==> config.mk <==
export PLATFORM = sky130hd
export DESIGN_NAME = muldiv_ctrl
export DESIGN_NICKNAME = d
export VERILOG_FILES = /design/src/rtl/muldiv_ctrl_pkg.sv /design/src/rtl/muldiv_datapath.sv /design/src/rtl/muldiv_ctrl.sv
export SDC_FILE = /design/constraint.sdc
export NUM_CORES = 1
export LEC_CHECK = 0
export BUFFER_PORTS_ARGS = -buffer_cell sky130_fd_sc_hd__buf_4
export CORE_MARGIN = 1.5
export CORE_UTILIZATION = 50
export DETAILED_ROUTE_END_ITERATION = 16
export PLACE_DENSITY = 0.67
export SYNTH_ARGS = -nofsm -noshare
export SYNTH_HDL_FRONTEND = slang
export SYNTH_SLANG_ARGS = --single-unit
==> constraint.sdc <==
create_clock -name clk -period 9 [get_ports clk]
set_clock_uncertainty 0.05 [all_clocks]
set_input_delay 2.25 -clock clk [delete_from_list [all_inputs] [get_ports clk]]
set_output_delay 2.25 -clock clk [all_outputs]
set_load 0.01 [all_outputs]
==> src/rtl/muldiv_ctrl_pkg.sv <==
// Shared definitions for the M-extension multiply/divide unit.
package muldiv_ctrl_pkg;

  localparam int XLEN_DEF = 32;

  localparam logic [2:0] F3_MUL    = 3'b000;
  localparam logic [2:0] F3_MULH   = 3'b001;
  localparam logic [2:0] F3_MULHSU = 3'b010;
  localparam logic [2:0] F3_MULHU  = 3'b011;
  localparam logic [2:0] F3_DIV    = 3'b100;
  localparam logic [2:0] F3_DIVU   = 3'b101;
  localparam logic [2:0] F3_REM    = 3'b110;
  localparam logic [2:0] F3_REMU   = 3'b111;

  typedef enum logic [1:0] {
    ST_IDLE = 2'd0,
    ST_CALC = 2'd1,
    ST_FIX  = 2'd2,
    ST_DONE = 2'd3
  } state_t;

  // rs1 is a signed operand for every op except MULHU/DIVU/REMU
  function automatic logic rs1_signed(input logic [2:0] f3);
    return f3 inside {F3_MUL, F3_MULH, F3_MULHSU, F3_DIV, F3_REM};
  endfunction

  // rs2 is signed only for MUL/MULH/DIV/REM
  function automatic logic rs2_signed(input logic [2:0] f3);
    return f3 inside {F3_MUL, F3_MULH, F3_DIV, F3_REM};
  endfunction

endpackage

==> src/rtl/muldiv_datapath.sv <==
// Iterative shift-add multiplier / restoring divider with sign fix-up.
module muldiv_datapath
  import muldiv_ctrl_pkg::*;
#(
  parameter int XLEN = XLEN_DEF
) (
  input  logic            clk,
  input  logic            rst,
  input  logic            load,
  input  logic            step,
  input  logic            fix,
  input  logic [2:0]      funct3,
  input  logic [XLEN-1:0] rs1,
  input  logic [XLEN-1:0] rs2,
  output logic            fast,
  output logic [XLEN-1:0] res
);

  localparam logic [XLEN-1:0] MINV = {1'b1, {(XLEN-1){1'b0}}};

  logic [2*XLEN-1:0] acc;
  logic [XLEN-1:0]   rem;
  logic [XLEN-1:0]   quo;
  logic [XLEN-1:0]   a_mag;
  logic [XLEN-1:0]   b_mag;
  logic [2:0]        op;
  logic              neg_p;
  logic              neg_q;
  logic              neg_r;

  logic              sa, sb;
  logic [XLEN-1:0]   a_in, b_in;
  logic              div_zero, div_ovf;
  logic [XLEN-1:0]   fast_val;
  logic [XLEN:0]     mul_sum;
  logic [XLEN:0]     shifted;
  logic [XLEN:0]     trial;
  logic              fits;
  logic [2*XLEN-1:0] prod_fix;
  logic [XLEN-1:0]   quo_fix, rem_fix;
  logic [XLEN-1:0]   sel;

  // operand magnitudes, fast-path detection and per-step arithmetic
  always_comb begin
    sa       = rs1_signed(funct3) & rs1[XLEN-1];
    sb       = rs2_signed(funct3) & rs2[XLEN-1];
    a_in     = sa ? -rs1 : rs1;
    b_in     = sb ? -rs2 : rs2;
    div_zero = funct3[2] && (rs2 == '0);
    div_ovf  = funct3[2] && !funct3[0] && (rs1 == MINV) && (rs2 == '1);
    fast     = div_zero | div_ovf;
    if (funct3[1]) fast_val = div_zero ? rs1 : '0;
    else           fast_val = div_zero ? '1 : MINV;
    mul_sum  = {1'b0, acc[2*XLEN-1:XLEN]} + (acc[0] ? {1'b0, a_mag} : '0);
    shifted  = {rem, quo[XLEN-1]};
    trial    = shifted - {1'b0, b_mag};
    // partial remainder < divisor keeps the difference inside XLEN+1 signed range,
    // so the top bit is a true borrow
    fits     = ~trial[XLEN];
    prod_fix = neg_p ? -acc : acc;
    quo_fix  = neg_q ? -quo : quo;
    rem_fix  = neg_r ? -rem : rem;
    case (op)
      F3_MUL:                        sel = prod_fix[XLEN-1:0];
      F3_MULH, F3_MULHSU, F3_MULHU:  sel = prod_fix[2*XLEN-1:XLEN];
      F3_DIV, F3_DIVU:               sel = quo_fix;
      default:                       sel = rem_fix;
    endcase
  end

  // operand latch, one radix-2 step per cycle, signed result fix-up
  always_ff @(posedge clk) begin
    if (rst) begin
      acc   <= '0;
      rem   <= '0;
      quo   <= '0;
      a_mag <= '0;
      b_mag <= '0;
      op    <= '0;
      neg_p <= 1'b0;
      neg_q <= 1'b0;
      neg_r <= 1'b0;
      res   <= '0;
    end else if (load) begin
      a_mag <= a_in;
      b_mag <= b_in;
      op    <= funct3;
      neg_p <= sa ^ sb;
      neg_q <= sa ^ sb;
      neg_r <= sa;
      acc   <= {{XLEN{1'b0}}, b_in};
      rem   <= '0;
      quo   <= a_in;
      if (fast) res <= fast_val;
    end else if (step) begin
      acc <= {mul_sum, acc[XLEN-1:1]};
      rem <= fits ? trial[XLEN-1:0] : shifted[XLEN-1:0];
      quo <= {quo[XLEN-2:0], fits};
    end else if (fix) begin
      res <= sel;
    end
  end

endmodule

==> src/rtl/muldiv_ctrl.sv <==
// Multiply/divide sequencer: IDLE -> CALC(32) -> FIX -> DONE, with a
// divide-by-zero / signed-overflow shortcut straight from IDLE to DONE.
module muldiv_ctrl
  import muldiv_ctrl_pkg::*;
#(
  parameter int XLEN = XLEN_DEF
) (
  input  logic            clk,
  input  logic            rst,
  input  logic            start,
  input  logic [2:0]      funct3,
  input  logic [XLEN-1:0] rs1,
  input  logic [XLEN-1:0] rs2,
  input  logic            flush,
  output logic            busy,
  output logic            done,
  output logic [XLEN-1:0] result,
  output logic            stall
);

  state_t          state;
  logic [4:0]      count;
  logic            dp_load, dp_step, dp_fix, dp_fast;
  logic [XLEN-1:0] dp_res;

  assign stall = start & ~done;

  // datapath strobes follow the current state; flush suppresses them
  always_comb begin
    dp_load = (state == ST_IDLE) && start && !flush;
    dp_step = (state == ST_CALC) && !flush;
    dp_fix  = (state == ST_FIX)  && !flush;
  end

  muldiv_datapath #(.XLEN(XLEN)) u_dp (
    .clk    (clk),
    .rst    (rst),
    .load   (dp_load),
    .step   (dp_step),
    .fix    (dp_fix),
    .funct3 (funct3),
    .rs1    (rs1),
    .rs2    (rs2),
    .fast   (dp_fast),
    .res    (dp_res)
  );

  // FSM with registered busy/done/result; done and result are registered on
  // the edge that leaves DONE, so the pulse lands one cycle after DONE
  always_ff @(posedge clk) begin
    if (rst) begin
      state  <= ST_IDLE;
      count  <= '0;
      busy   <= 1'b0;
      done   <= 1'b0;
      result <= '0;
    end else begin
      done <= 1'b0;
      if (flush) begin
        state <= ST_IDLE;
        count <= '0;
        busy  <= 1'b0;
      end else begin
        case (state)
          ST_IDLE: begin
            if (start) begin
              count <= '0;
              if (dp_fast) begin
                state <= ST_DONE;
                busy  <= 1'b0;
              end else begin
                state <= ST_CALC;
                busy  <= 1'b1;
              end
            end
          end
          ST_CALC: begin
            count <= count + 5'd1;
            if (count == 5'd31) state <= ST_FIX;
          end
          ST_FIX: begin
            state <= ST_DONE;
            busy  <= 1'b0;
          end
          ST_DONE: begin
            done   <= 1'b1;
            result <= dp_res;
            state  <= ST_IDLE;
          end
          default: state <= ST_IDLE;
        endcase
      end
    end
  end

endmodule

### After elaboration in Yosys (flattened, before gate mapping)

Index checks and enable logic that the tools add are counted.

* add/subtract/negate cells: 8
* equality and inequality tests: 19
* muxes and demuxes: 29
* bitwise logic cells: 8
* reductions and logical operators: 29

Operators with widths (number)
* 32-bit 2-to-1 mux: 16
* 32-bit negator: 4
* 32-bit case mux with 3 select lines: 1
* 32-bit equality test, second input constant: 2
* 64-bit 2-to-1 mux: 1
* 64-bit negator: 1
* 32-bit by 32-bit adder with 33-bit output: 1
* 33-bit by 32-bit subtractor with 33-bit output: 1
* 32-bit logical NOT: 1
* 31-bit 2-to-1 mux: 1
* 3-bit equality test, second input constant: 4
* 5-bit case mux with 2 select lines: 1
* 3-bit by 2-bit equality test with 1-bit output, second input constant: 3
* 1-bit logical AND: 8
* 2-bit case mux with 4 select lines: 1
* 2-bit AND reduction: 4
* 2-bit nonzero test: 4
* 3-bit by 1-bit equality test with 1-bit output, second input constant: 2
* 3-bit logical NOT: 2
* 2-bit 2-to-1 mux: 3
* 2-bit OR reduction: 3
* 5-bit by 1-bit adder with 5-bit output, second input constant: 1
* 5-bit equality test, second input constant: 1
* 5-bit 2-to-1 mux: 1
* other kinds (16): 26

* bits in registers: 270
* bits of input ports: 71
* output and inout bits: 35

### Depth between registers and ports, before layout

* depth in word-level cells: 8
* gate-level depth with buffers: 14
* gate-level depth less buffers: 12

### Cells and area by module

From an unflattened synthesis, not the netlist that was laid out.

* cell total of the unflattened synthesis: 2423
* area total of the unflattened synthesis: 19187.2 µm²

Modules (own cells, without submodules)
* muldiv_datapath: instances 1, cells each 2221, area each 17559.3 µm², sequential area each 4584.4 µm²
* muldiv_ctrl: instances 1, cells each 202, area each 1627.8 µm², sequential area each 820.8 µm²

### Worst setup path before layout

Ideal clock, no wire load.

* kind: input to register
* start: input rs2[18]
* end: register u_dp.res[27]
* setup time: 75 ps
* data arrival time: 4751 ps
* path slack: 4124 ps
* stages: 9
* buffers on the path: 2
* cell sequence: or4_1 or4b_1 or4_1 or2_0 buf_2 a21oi_2 buf_2 o221ai_1 o22ai_1

* cells in the longest elaborated chain, start to end: 6
* elaborated cells on any way between the ends: 12
* classes of those cells: 2 x eq/ne; 5 x mux; 1 x bitwise; 4 x reduce/logical

Ends and longest elaborated chain
* start: declaration: line muldiv_ctrl.sv:13 `input logic [XLEN-1:0] rs2,`
* 32-bit logical NOT: line muldiv_datapath.sv:49 `div_zero = funct3[2] && (rs2 == '0);`
* 1-bit logical AND: line muldiv_datapath.sv:49
* 31-bit 2-to-1 mux / 32-bit 2-to-1 mux (equally long branches): line muldiv_datapath.sv:53, muldiv_datapath.sv:52
* 32-bit 2-to-1 mux: line muldiv_datapath.sv:52 `if (funct3[1]) fast_val = div_zero ? rs1 : '0;`
* 32-bit 2-to-1 mux: line muldiv_datapath.sv:94 `if (fast) res <= fast_val;`
* 32-bit 2-to-1 mux: line muldiv_datapath.sv:84 `end else if (load) begin`
* end signal: assignment: line muldiv_datapath.sv:94
* end signal: assignment: line muldiv_datapath.sv:100 `res <= sel;`
* end: declaration: line muldiv_datapath.sv:16 `output logic [XLEN-1:0] res`

Parallel ways exist; a longest one is shown, timed or not. The select of a mux whose other input is x is not followed.
A chain may end at the register's enable or synchronous reset.

### Worst setup path in the final report

* start: input rs1[26]
* end: register u_dp.res[10]

* cells in the longest elaborated chain, start to end: 6

Ends and longest elaborated chain
* start: declaration: line muldiv_ctrl.sv:12 `input logic [XLEN-1:0] rs1,`
* 32-bit equality test: line muldiv_datapath.sv:50 `div_ovf = funct3[2] && !funct3[0] && (rs1 == MINV) && (rs2 == '1);`
* 1-bit logical AND (2 in a row): line muldiv_datapath.sv:50
* 1-bit OR: line muldiv_datapath.sv:51 `fast = div_zero | div_ovf;`
* 2-bit by 1-bit != test with 1-bit output (no line)
* 3-bit AND reduction (no line)

Every way passes these cells.

==> impl_metrics.py <==
metrics = {
    "placement": {
        "portBuffers": 105,
        "place_inst": 2909,
        "dpl-instance-area_um2": 19600,
        "post-place-ws_ns": 2.45,
        "place_congestion": 0.991,
        "dpl.hpwl_um": 50000,
    },
    "worst_setup_path": {
        "crit_path_end_kind": "register",
        "rrSetupSlack_ns": 4.24,
        "crit_start": "rs1[26]",
        "r2r_start": "u_dp.acc[0]",
        "critPathLaunchType": "input pin",
        "required_ns": 9.38,
        "ff2ff_path_depth": 12,
        "cp_max_fo": 21,
        "timing.rr.end": "u_dp.acc[62]",
        "path_class": "in -> reg",
        "critical_path_arrival_ns": 6.14,
    },
    "cts": {
        "insertion_delay_ns": 0.53,
        "clock-sinks": 270,
        "cts_resized": 0,
        "numCtsBuffers": 34,
        "root_buffer": "clkbuf_16",
        "clk_path_buf_depth": 3,
        "path_clk_slew_ns": 0.06,
        "htree_levels": 2,
        "post_cts.repair.setup_buffers": 0,
        "cts_tree": "yes",
        "cts_hold_buf": 0,
    },
    "synth": {
        "ys_types": 81,
        "netlist_instances": 2472,
        "avgSynthCellArea_um2": 7.53,
        "synth_area_um2": 18600,
        "ys_async_sr_fraction_pct": 0,
        "syn_nets": 2621,
        "ys_ff_latch": 270,
        "seq_area_frac_synth_pct": 29.0,
        "synth_warnings": 0,
        "synth_edf_count": 0,
        "synth_ff_type": "dfxtp_1",
    },
    "sta": {
        "period_needed_ns": 5.76,
        "slew_violations": 0,
        "max_freq_ghz": 0.173,
        "grt_setup_unrepaired": "false",
        "worst_slack_ns": 3.24,
        "fin_hold_ws_ns": 0.399,
        "timing.final.crit_share_pct": 64.0,
        "worst_pin_slew_ns": 1.19,
        "finalSetupViolCount": 0,
        "setup-tns-final_ns": 0,
        "slew_headroom_pct": 20.3,
        "hold_violations": 0,
    },
    "cells_and_area": {
        "fillCellCount": 3482,
        "final_common_cell": "nand2_1",
        "nets": 2626,
        "postLayoutCoreUtil_pct": 56.9,
        "regArea_um2": 5410,
        "finalNonFillerCells": 2970,
        "final_cell_mix": "nand2_1 (349), a21oi_1 (292), dfxtp_1 (269)",
        "area_delta_synth_final_pct": 12.0,
        "drive_gt1_share_pct": 9.28,
        "design_area_um2": 20800,
        "multiInputGateArea_um2": 12400,
    },
    "power_and_ir_drop": {
        "comb_power_share_pct": 23.3,
        "p_seq_share_pct": 35.5,
        "switchingPower_mw": 1.14,
        "finalPower_mw": 3.63,
        "cellPowerDensity_nw_per_um2": 174,
        "clockPowerShare_pct": 41.3,
        "swShare_pct": 31.3,
        "p_int_mw": 2.50,
        "peakVddDrop_mv": 0.137,
        "leakagePower_nw": 7.93,
    },
    "grt": {
        "grt_busiest_layer": "met2",
        "grt_overflow": 0,
        "grt_pass1_wl_um": 103000,
        "grt_use_met3_pct": 5.14,
        "use_met1_pct": 47.2,
        "grt_max_degree": 71,
        "met2_usage_pct": 52.9,
        "track_usage_pct": 34.2,
        "antenna_found_initial": 1,
        "grt_pass1_vias": 17700,
    },
    "die": {
        "die_h_um": 196,
        "boundaryPins": 106,
        "core_um2": 36600,
        "die_x_um": 196,
        "row_count": 70,
        "dieArea_um2": 38400,
        "initial_core_util_pct": 50.8,
    },
    "min_path": {
        "hold-path-endpoint": "u_dp.a_mag[28]",
        "whs_path_depth": 2,
        "hp-start": "u_dp.a_mag[28]",
        "min_path_type": "reg -> reg",
    },
    "detailed_routing": {
        "drtPass1Iterations": 6,
        "via_per_inst": 6.50,
        "drtIter0Drc": 2068,
        "drc_errors": 0,
        "wl_per_cell_um": 22.5,
        "num_vias": 19300,
        "ant_nets": 0,
        "drt_wl_total_um": 66900,
    },
    "run_status": {
        "status": "finished clean",
    },
    "job": {
        "max_cap_violations": 0,
    },
}
worst max-delay path by stage:
stage	end	slack, ns	cells past startpoint
floorplan	u_dp.res[27]	4.12	9
global placement	u_dp.res[10]	2.54	10
detailed placement	u_dp.res[10]	2.45	10
CTS	u_dp.res[10]	3.03	10
global route	u_dp.res[22]	3.12	10
finish	u_dp.res[10]	3.24	10
synthesized netlist by cell type, drive strengths merged, types with 17 or more instances:
library cell  number  area (µm²)
nor4              29         203
nand3             53         265
o211ai            18         135
nand2b            25         156
buf               17        75.1
nor2             122         458
and2              42         263
nor3              43         215
clkbuf           146         548
o41ai             23         201
ha                76         951
nand2            349        1310
xnor2            105         920
a21oi            294        1480
o21ai            181         913
nand4             23         144
a22oi             66         495
mux2i             40         400
xor2              99         867
or4               33         263
or3               25         156
o31ai             66         500
dfxtp            270        5410
o22ai             22         138
inv               74         278
a31oi             17         106
metal layers:
metal  vias to the layer above  part of all wire, %  wire length (µm)
li1                       9020                    -                 -
met1                      9193                   43             29100
met2                       945                   43             29000
met3                       159                  8.4              5610
met4                         0                  4.7              3180
met5                         -                    0                 0
power by group through the flow:
stage	registers [mW]	logic (mW)	clock network (mW)
final	1.29	0.845	1.50
after global routing	1.29	0.908	1.56
after CTS	1.29	0.824	1.51
after detailed placement	1.31	0.819	0
after floorplan	1.29	0.585	0
after global placement	1.31	0.808	0
logic make-up (layout without fill, tap and decap cells):
group / after synthesis / after routing / share of synthesized area (%)
AOI/OAI and AO/OA: 821 / 821 / 27.5
xor gates and xnor gates: 204 / 204 / 9.60
adders and majority gates: 78 / 78 / 5.32
buffers and inverters: 237 / 266 / 4.84
DFF: 270 / 270 / 29.0
muxes: 42 / 42 / 2.27
other: 0 / 1 / 0
and+or+nand+nor: 820 / 820 / 21.4
flip-flops by register name, summed over array words and instances (netlist names), 2 cells and up:
name,cells
count,5
result,32
state,2
u_dp.a_mag,32
u_dp.acc,64
u_dp.b_mag,32
u_dp.op,3
u_dp.quo,32
u_dp.rem,32
u_dp.res,32
worst max-delay path, cell delays in order:
cell     delay [ns]
buf_4          0.13
or4_1          0.61
nor4_2         0.88
nand4_1        0.35
o21ai_0        0.87
nand2_1        0.11
nand2_1        0.31
nor2_1         0.07
buf_4          0.24
a211o_1        0.30
final cells by class:
type	count	share of cell area [%]
well taps	468	2.81
repair buffers	132	4.75
inverters	74	1.33
flip-flops and latches	270	25.9
multi-input cells	1965	59.3
clock inverters	14	1.07
clock buffers	46	4.80
diodes	1	0.0120
Note: power is estimated with default switching activity, not from simulation.
